File: config.mk
export PLATFORM = sky130hd
export DESIGN_NAME = pattern_merge_pipe_flat
export DESIGN_NICKNAME = d
export VERILOG_FILES = /design/src/rtl/pattern_merge_pipe_if.sv /design/src/rtl/pattern_merge_pipe.sv /design/src/flat_wrapper.sv
export SDC_FILE = /design/constraint.sdc
export NUM_CORES = 1
export LEC_CHECK = 0
export CAP_MARGIN = 20
export CORE_ASPECT_RATIO = 1.2
export CORE_MARGIN = 4
export CORE_UTILIZATION = 45
export CTS_BUF_LIST = sky130_fd_sc_hd__clkbuf_4 sky130_fd_sc_hd__clkbuf_8 sky130_fd_sc_hd__clkbuf_16
export DETAILED_ROUTE_END_ITERATION = 10
export PLACE_DENSITY_LB_ADDON = 0.3
export SLEW_MARGIN = 25
export SYNTH_ARGS = -nofsm -noshare
export SYNTH_HDL_FRONTEND = slang
export SYNTH_SLANG_ARGS = --single-unit
export TNS_END_PERCENT = 1
File: constraint.sdc
create_clock -name blif_clk_net -period 1.89 [get_ports blif_clk_net]
set_clock_uncertainty 0.2 [all_clocks]
set_input_delay 0.189 -clock blif_clk_net [delete_from_list [all_inputs] [get_ports blif_clk_net]]
set_output_delay 0.189 -clock blif_clk_net [all_outputs]
set_load 0.02 [all_outputs]
File: src/rtl/pattern_merge_pipe_if.sv
// Handshake, pattern-operand and signature bus for pattern_merge_pipe.
// The block itself connects through the slave modport; the driving side uses master.
interface pattern_merge_pipe_if #(
    parameter int CH    = 4,
    parameter int SIG_W = 16,
    parameter int CNT_W = 8
);
    logic [CH-1:0]    in_a;
    logic [CH-1:0]    in_b;
    logic [CH-1:0]    in_c;
    logic [1:0]       mode;
    logic             in_valid;
    logic             in_ready;
    logic [CH-1:0]    out_data;
    logic             out_valid;
    logic             out_ready;
    logic             sig_clear;
    logic [SIG_W-1:0] sig;
    logic [CNT_W-1:0] out_count;

    modport master (
        output in_a, in_b, in_c, mode, in_valid, out_ready, sig_clear,
        input  in_ready, out_data, out_valid, sig, out_count
    );

    modport slave (
        input  in_a, in_b, in_c, mode, in_valid, out_ready, sig_clear,
        output in_ready, out_data, out_valid, sig, out_count
    );
endinterface

File: src/rtl/pattern_merge_pipe.sv
// CH-channel AND/NOR pattern merge feeding a DEPTH-stage valid/ready pipeline,
// with every accepted output word folded into a Galois MISR and counted.
module pattern_merge_pipe #(
    parameter int               CH       = 4,
    parameter int               DEPTH    = 2,
    parameter int               SIG_W    = 16,
    parameter logic [SIG_W-1:0] POLY     = 16'h1021,
    parameter logic [SIG_W-1:0] SIG_SEED = 16'hFFFF,
    parameter int               CNT_W    = 8
) (
    input logic                 blif_clk_net,
    input logic                 blif_reset_net,
    pattern_merge_pipe_if.slave bus
);

    logic [CH-1:0]    w_p1372;
    logic [CH-1:0]    w_p1508;
    logic [CH-1:0]    w_p6147;
    logic [CH-1:0]    w_result;
    logic [DEPTH-1:0] w_load;
    logic             w_chain;
    logic             w_accept;
    logic             w_fire;
    logic [SIG_W-1:0] w_sigNext;

    logic [CH-1:0]    r_data [DEPTH];
    logic [DEPTH-1:0] r_valid;
    logic [SIG_W-1:0] r_sig;
    logic [CNT_W-1:0] r_count;

    always_comb begin
        w_p1372  = bus.in_a & bus.in_b;
        w_p1508  = bus.in_a & bus.in_b & ~bus.in_c;
        w_p6147  = (bus.in_a | bus.in_b) & ~bus.in_c;
        w_result = w_p1372;
        case (bus.mode)
            2'd0:    w_result = w_p1372;
            2'd1:    w_result = w_p1508;
            2'd2:    w_result = w_p6147;
            default: w_result = w_p1508 ^ w_p6147;
        endcase
    end

    // A stage may load when it is empty or when the stage after it can load;
    // the last stage frees up when downstream takes its word.
    always_comb begin
        w_chain = bus.out_ready;
        w_load  = '0;
        for (int k = DEPTH - 1; k >= 0; k--) begin
            w_load[k] = ~r_valid[k] | w_chain;
            w_chain   = w_load[k];
        end
    end

    assign w_accept = bus.in_valid & w_load[0];

    always_ff @(posedge blif_clk_net or posedge blif_reset_net) begin
        if (blif_reset_net) begin
            r_valid <= '0;
            for (int k = 0; k < DEPTH; k++) begin
                r_data[k] <= '0;
            end
        end else begin
            if (w_load[0]) begin
                r_valid[0] <= w_accept;
                if (w_accept) begin
                    r_data[0] <= w_result;
                end
            end
            for (int k = 1; k < DEPTH; k++) begin
                if (w_load[k]) begin
                    r_valid[k] <= r_valid[k-1];
                    if (r_valid[k-1]) begin
                        r_data[k] <= r_data[k-1];
                    end
                end
            end
        end
    end

    assign w_fire    = r_valid[DEPTH-1] & bus.out_ready;
    assign w_sigNext = (r_sig << 1) ^ (r_sig[SIG_W-1] ? POLY : '0) ^ SIG_W'(r_data[DEPTH-1]);

    // A clear wins over a coincident handshake; that word still leaves the pipe.
    always_ff @(posedge blif_clk_net or posedge blif_reset_net) begin
        if (blif_reset_net) begin
            r_sig   <= SIG_SEED;
            r_count <= '0;
        end else if (bus.sig_clear) begin
            r_sig   <= SIG_SEED;
            r_count <= '0;
        end else if (w_fire) begin
            r_sig   <= w_sigNext;
            r_count <= r_count + 1'b1;
        end
    end

    assign bus.in_ready  = w_load[0];
    assign bus.out_data  = r_data[DEPTH-1];
    assign bus.out_valid = r_valid[DEPTH-1];
    assign bus.sig       = r_sig;
    assign bus.out_count = r_count;

endmodule

File: src/flat_wrapper.sv
// flat-port wrapper written by rule: the top's interface ports become plain ports
module pattern_merge_pipe_flat 
#(
    parameter int               CH       = 4,
    parameter int               DEPTH    = 2,
    parameter int               SIG_W    = 16,
    parameter logic [SIG_W-1:0] POLY     = 16'h1021,
    parameter logic [SIG_W-1:0] SIG_SEED = 16'hFFFF,
    parameter int               CNT_W    = 8
)
  (blif_clk_net, blif_reset_net, bus_in_a, bus_in_b, bus_in_c, bus_mode, bus_in_valid, bus_out_ready, bus_sig_clear, bus_in_ready, bus_out_data, bus_out_valid, bus_sig, bus_out_count);
  pattern_merge_pipe_if #(.CH(CH), .SIG_W(SIG_W), .CNT_W(CNT_W)) bus_i ();
  input logic blif_clk_net;
  input logic blif_reset_net;
  input wire logic [$bits(bus_i.in_a)-1:0] bus_in_a;
  input wire logic [$bits(bus_i.in_b)-1:0] bus_in_b;
  input wire logic [$bits(bus_i.in_c)-1:0] bus_in_c;
  input wire logic [$bits(bus_i.mode)-1:0] bus_mode;
  input wire logic [$bits(bus_i.in_valid)-1:0] bus_in_valid;
  input wire logic [$bits(bus_i.out_ready)-1:0] bus_out_ready;
  input wire logic [$bits(bus_i.sig_clear)-1:0] bus_sig_clear;
  output wire logic [$bits(bus_i.in_ready)-1:0] bus_in_ready;
  output wire logic [$bits(bus_i.out_data)-1:0] bus_out_data;
  output wire logic [$bits(bus_i.out_valid)-1:0] bus_out_valid;
  output wire logic [$bits(bus_i.sig)-1:0] bus_sig;
  output wire logic [$bits(bus_i.out_count)-1:0] bus_out_count;
  assign bus_i.in_a = bus_in_a;
  assign bus_i.in_b = bus_in_b;
  assign bus_i.in_c = bus_in_c;
  assign bus_i.mode = bus_mode;
  assign bus_i.in_valid = bus_in_valid;
  assign bus_i.out_ready = bus_out_ready;
  assign bus_i.sig_clear = bus_sig_clear;
  assign bus_in_ready = bus_i.in_ready;
  assign bus_out_data = bus_i.out_data;
  assign bus_out_valid = bus_i.out_valid;
  assign bus_sig = bus_i.sig;
  assign bus_out_count = bus_i.out_count;
  pattern_merge_pipe #(.CH(CH), .DEPTH(DEPTH), .SIG_W(SIG_W), .POLY(POLY), .SIG_SEED(SIG_SEED), .CNT_W(CNT_W)) u_core (.blif_clk_net(blif_clk_net), .blif_reset_net(blif_reset_net), .bus(bus_i));
endmodule
==> reports/metrics.sh <==
POST-ROUTE-PERIOD-UTIL_PCT=97.7
CLOCK_SINKS=34
SETUP_VIOL=0
RR_STARTPOINT='u_core.bus.out_count[0]'
AREA_DELTA_SYNTH_FINAL_PCT=38.4
SETUP.WORST_PATH.CLASS='reg -> out'
CELLLEAKAGEPOWER_nW=0.969
CRITPATHSLOWESTCELL='sky130_fd_sc_hd__clkdlybuf4s50_1'
ROW_COUNT=24
CTS_SETUP_BUFFERS=0
GR-TOTAL-OVERFLOW=0
POWER-PER-CELL-AREA_mW_PER_MM2=824
RUN_STATUS='finished clean'
VIASPERCELL=5.34
WIRE_LENGTH_OF_THE_FIRST_GLOBAL_ROUTING_PASS_UM=6400
LAYOUT_COMMONEST_CELL='sky130_fd_sc_hd__clkdlybuf4s50_1'
TRITONCTS='yes'
TIMING.REG2REG.SETUP_SLACK_PS=300
BOUNDARYPINS=49
FINAL_HOLD_VIOLS=0
POST_LAYOUT_CELL_COUNT=267
SYNTHTOPCELLSBYAREA='sky130_fd_sc_hd__dfrtp_1 (26%), sky130_fd_sc_hd__dfstp_2 (25%), sky130_fd_sc_hd__a211o_1 (8.2%), sky130_fd_sc_hd__and3_1 (3.7%), sky130_fd_sc_hd__xnor2_1 (3.6%)'
POSTLAYOUTCELLAREA_MM2=0.00235
DP_SLACK_PS=-12.5
CTSHTREEMAXLEVEL=2
FLOORPLAN.INITIALDENSITY_PCT=46.8
ANTENNA_LEFT=0
YS_FF_LATCH=34
GRT.TOTAL_USAGE_PCT=17.1
SYN_INST=162
SYNTH_NETS=182
CTS_HOLD_BUFFERS=0
WORST-PATH-MAX-FANOUT=3
SLEW_VIOL_FINAL=0
POST_CTS.RESIZED_INSTANCES=2
TIMING.CRITICAL_PATH.TO_TYPE='output port'
BUFFER_PORTS.INSERTED=48
WORST_EP_ARRIVAL_TIME_PS=1460
DIE_WIDTH_UM=64.1
INSERTEDDIODECOUNT=0
CORE_BOX_AREA_MM2=0.00363
PIN_COUNT_OF_THE_BIGGEST_NET_ENTERING_GLOBAL_ROUTING=35
DPL.CELL_COUNT=260
WORST_SETUP_PATH_START_KIND='register'
FIRST_GLOBAL_VIAS=1413
POSTSYNTHAREAPERCELL_UM2=10.5
TOTAL_ROUTED_LENGTH_UM=3880
DRT-INITIAL-DRC-COUNT=35
FINAL.SETUP.WORST_SLACK_PS=44.3
ANTENNA_FOUND_INITIAL=0
ROOT_BUFFER='sky130_fd_sc_hd__clkbuf_8'
POST-SYNTH-TOP-AREA-FRACTION_PCT=26.5
VDD.IR_DROP.WORST_uV=507
FMAX_MHz=542
CLOCK_LATENCY_PS=280
DPL_CELL_AREA_MM2=0.00227
WORSTREG2REGEND='u_core.bus.out_count[6]'
CLOCKBUFFERDEPTH=2
REGISTER_AREA_SHARE_AFTER_SYNTHESIS_PCT=51.2
TIMING.MAX_CAP.VIOLATIONS=0
BUFS_AND_INVS_ON_WORST_PATH=1
DRT_PASS1_ITERATIONS=4
SUM_OF_NET_HALF_PERIMETERS_AFTER_DETAILED_PLACEMENT_UM=2950
SYNTH_WARNINGS=0
CRITICAL-PATH-MAX-STAGE-DELAY_PS=610
WORSTPATHCELLLIST='clkdlybuf4s50_1'
FP.DIEH_UM=75.4
WORST_SETUP_HOLD_PATH_CLK_SLEW_PS=70
DIE_AREA_MM2=0.00483
LAYOUT-DRIVE-GT1-SHARE_PCT=17.7
ROUTABILITYCONGESTION=0.745
TIMING_WORST_SLEW_PIN_VALUE_PS=423
YOSYS.AREA.TOP_TYPE='sky130_fd_sc_hd__dfrtp_1'
WL_PER_CELL_UM=14.5
PATH_DELAY_FAMILY='buffers and inverters'
SYNTH.CELL_AREA_MM2=0.00170
FINALCRITICALPERIOD_PS=1850
NUMCTSBUFFERS=5
DR_TOTAL_VIAS=1426
POST-ROUTE-DRC-COUNT=0
FINISH.NET_COUNT=235
R2R_CELLS=4
RELSLEWSLACK_PCT=71.7
SETUP_REPAIR_AFTER_GLOBAL_ROUTING_MISSED_ITS_MARGIN='no'
SYNTH_CELL_TYPE_COUNT=32
CRITICAL_PATH_REQUIRED_PS=1500
LAYOUT.CELLS.MOST_COMMON_LIST='sky130_fd_sc_hd__clkdlybuf4s50_1 (46), sky130_fd_sc_hd__dfrtp_1 (18), sky130_fd_sc_hd__a211o_1 (16), sky130_fd_sc_hd__dfstp_2 (16), sky130_fd_sc_hd__a21oi_1 (11)'
HOLDCRITPATHCLASS='in -> async'
cells by family after synthesis:
family | synth area share (%)
xor+xnor | 5.66
mux | 2.65
buf+inv | 4.85
simple gates | 17.5
flops | 51.2
compound gates | 17.4
fa+ha+maj | 0.735
synthesized netlist by cell type:
| cell | number |
|---|---|
| sky130_fd_sc_hd__dfrtp_1 | 18 |
| sky130_fd_sc_hd__a211o_1 | 16 |
| sky130_fd_sc_hd__dfstp_2 | 16 |
| sky130_fd_sc_hd__a21oi_1 | 11 |
| sky130_fd_sc_hd__and3_1 | 10 |
| sky130_fd_sc_hd__nor2_1 | 10 |
| sky130_fd_sc_hd__nor2b_1 | 9 |
| sky130_fd_sc_hd__xnor2_1 | 7 |
| sky130_fd_sc_hd__inv_1 | 6 |
| sky130_fd_sc_hd__nand2_1 | 5 |
| sky130_fd_sc_hd__nand3_1 | 5 |
| sky130_fd_sc_hd__o21ai_0 | 5 |
| sky130_fd_sc_hd__buf_4 | 4 |
| sky130_fd_sc_hd__clkbuf_1 | 4 |
| sky130_fd_sc_hd__mux2_2 | 4 |
| sky130_fd_sc_hd__or3_1 | 4 |
| sky130_fd_sc_hd__xor2_1 | 4 |
| sky130_fd_sc_hd__a31oi_1 | 3 |
| sky130_fd_sc_hd__buf_2 | 3 |
| sky130_fd_sc_hd__nand2b_1 | 3 |
| sky130_fd_sc_hd__a32oi_1 | 2 |
| sky130_fd_sc_hd__nand3b_1 | 2 |
| sky130_fd_sc_hd__o211ai_1 | 2 |
| sky130_fd_sc_hd__a41oi_1 | 1 |
| sky130_fd_sc_hd__and2_1 | 1 |
| sky130_fd_sc_hd__ha_1 | 1 |
| sky130_fd_sc_hd__nand4_1 | 1 |
| sky130_fd_sc_hd__nand4_2 | 1 |
| sky130_fd_sc_hd__o2111ai_1 | 1 |
| sky130_fd_sc_hd__o31ai_1 | 1 |
| sky130_fd_sc_hd__or2_2 | 1 |
| sky130_fd_sc_hd__or4_1 | 1 |
worst max path at each step:
stage	start	to	slack (ps)	cells after the start
after CTS	u_core.bus.sig[4]	bus_sig[4]	40	1
after global routing	u_core.bus.sig[2]	bus_sig[2]	10	1
after floorplan	u_core.r_valid[1]	u_core.r_data[7]	280	3
after detailed placement	bus_out_ready	u_core.bus.out_count[5]	-10	6
final	u_core.bus.sig[1]	bus_sig[1]	40	1
after global placement	bus_out_ready	bus_in_ready	10	3
layout make-up:
type | instances | area [um2]
tap | 52 | 65.1
multi-input combinational | 111 | 748
sequential | 34 | 871
fill | 307 | 1280
clock buffer | 7 | 90.1
inverter | 6 | 22.5
timing repair buffer | 57 | 558
registers in the layout, summed over array words and instances (netlist names):
name and flops:
u_core.r_data 4, u_core.r_valid 2, u_core.bus.out_data 4, u_core.bus.out_count 8, u_core.bus.sig 16
power breakdown:
group	switching [mW]	internal (mW)	total [mW]
Sequential	0.0730	0.831	0.904
Combinational	0.235	0.266	0.501
Clock	0.232	0.303	0.535
Total	0.541	1.40	1.94
per-layer routing:
metal	global-route usage, %	routed length, um	up-vias
li1	-	-	683
met4	8.45	87	0
met5	0	0	-
met2	31.0	2090	41
met1	19.0	1510	692
met3	3.98	183	10
through the flow:
| step | util [%] | total power, mW | hold WS [ps] | setup TNS, ps |
|---|---|---|---|---|
| after detailed placement | 62.4 | 1.42 | 294 | -12.5 |
| final | 64.8 | 1.94 | 97.5 | 0 |
| after global routing | 64.8 | 2.04 | 145 | 0 |
| after floorplan | - | 1.21 | 91.0 | 0 |
| after global placement | 62.4 | 1.40 | 272 | 0 |
| after CTS | 64.8 | 1.96 | 101 | 0 |
No activity file was read; power rests on OpenSTA's default activity.
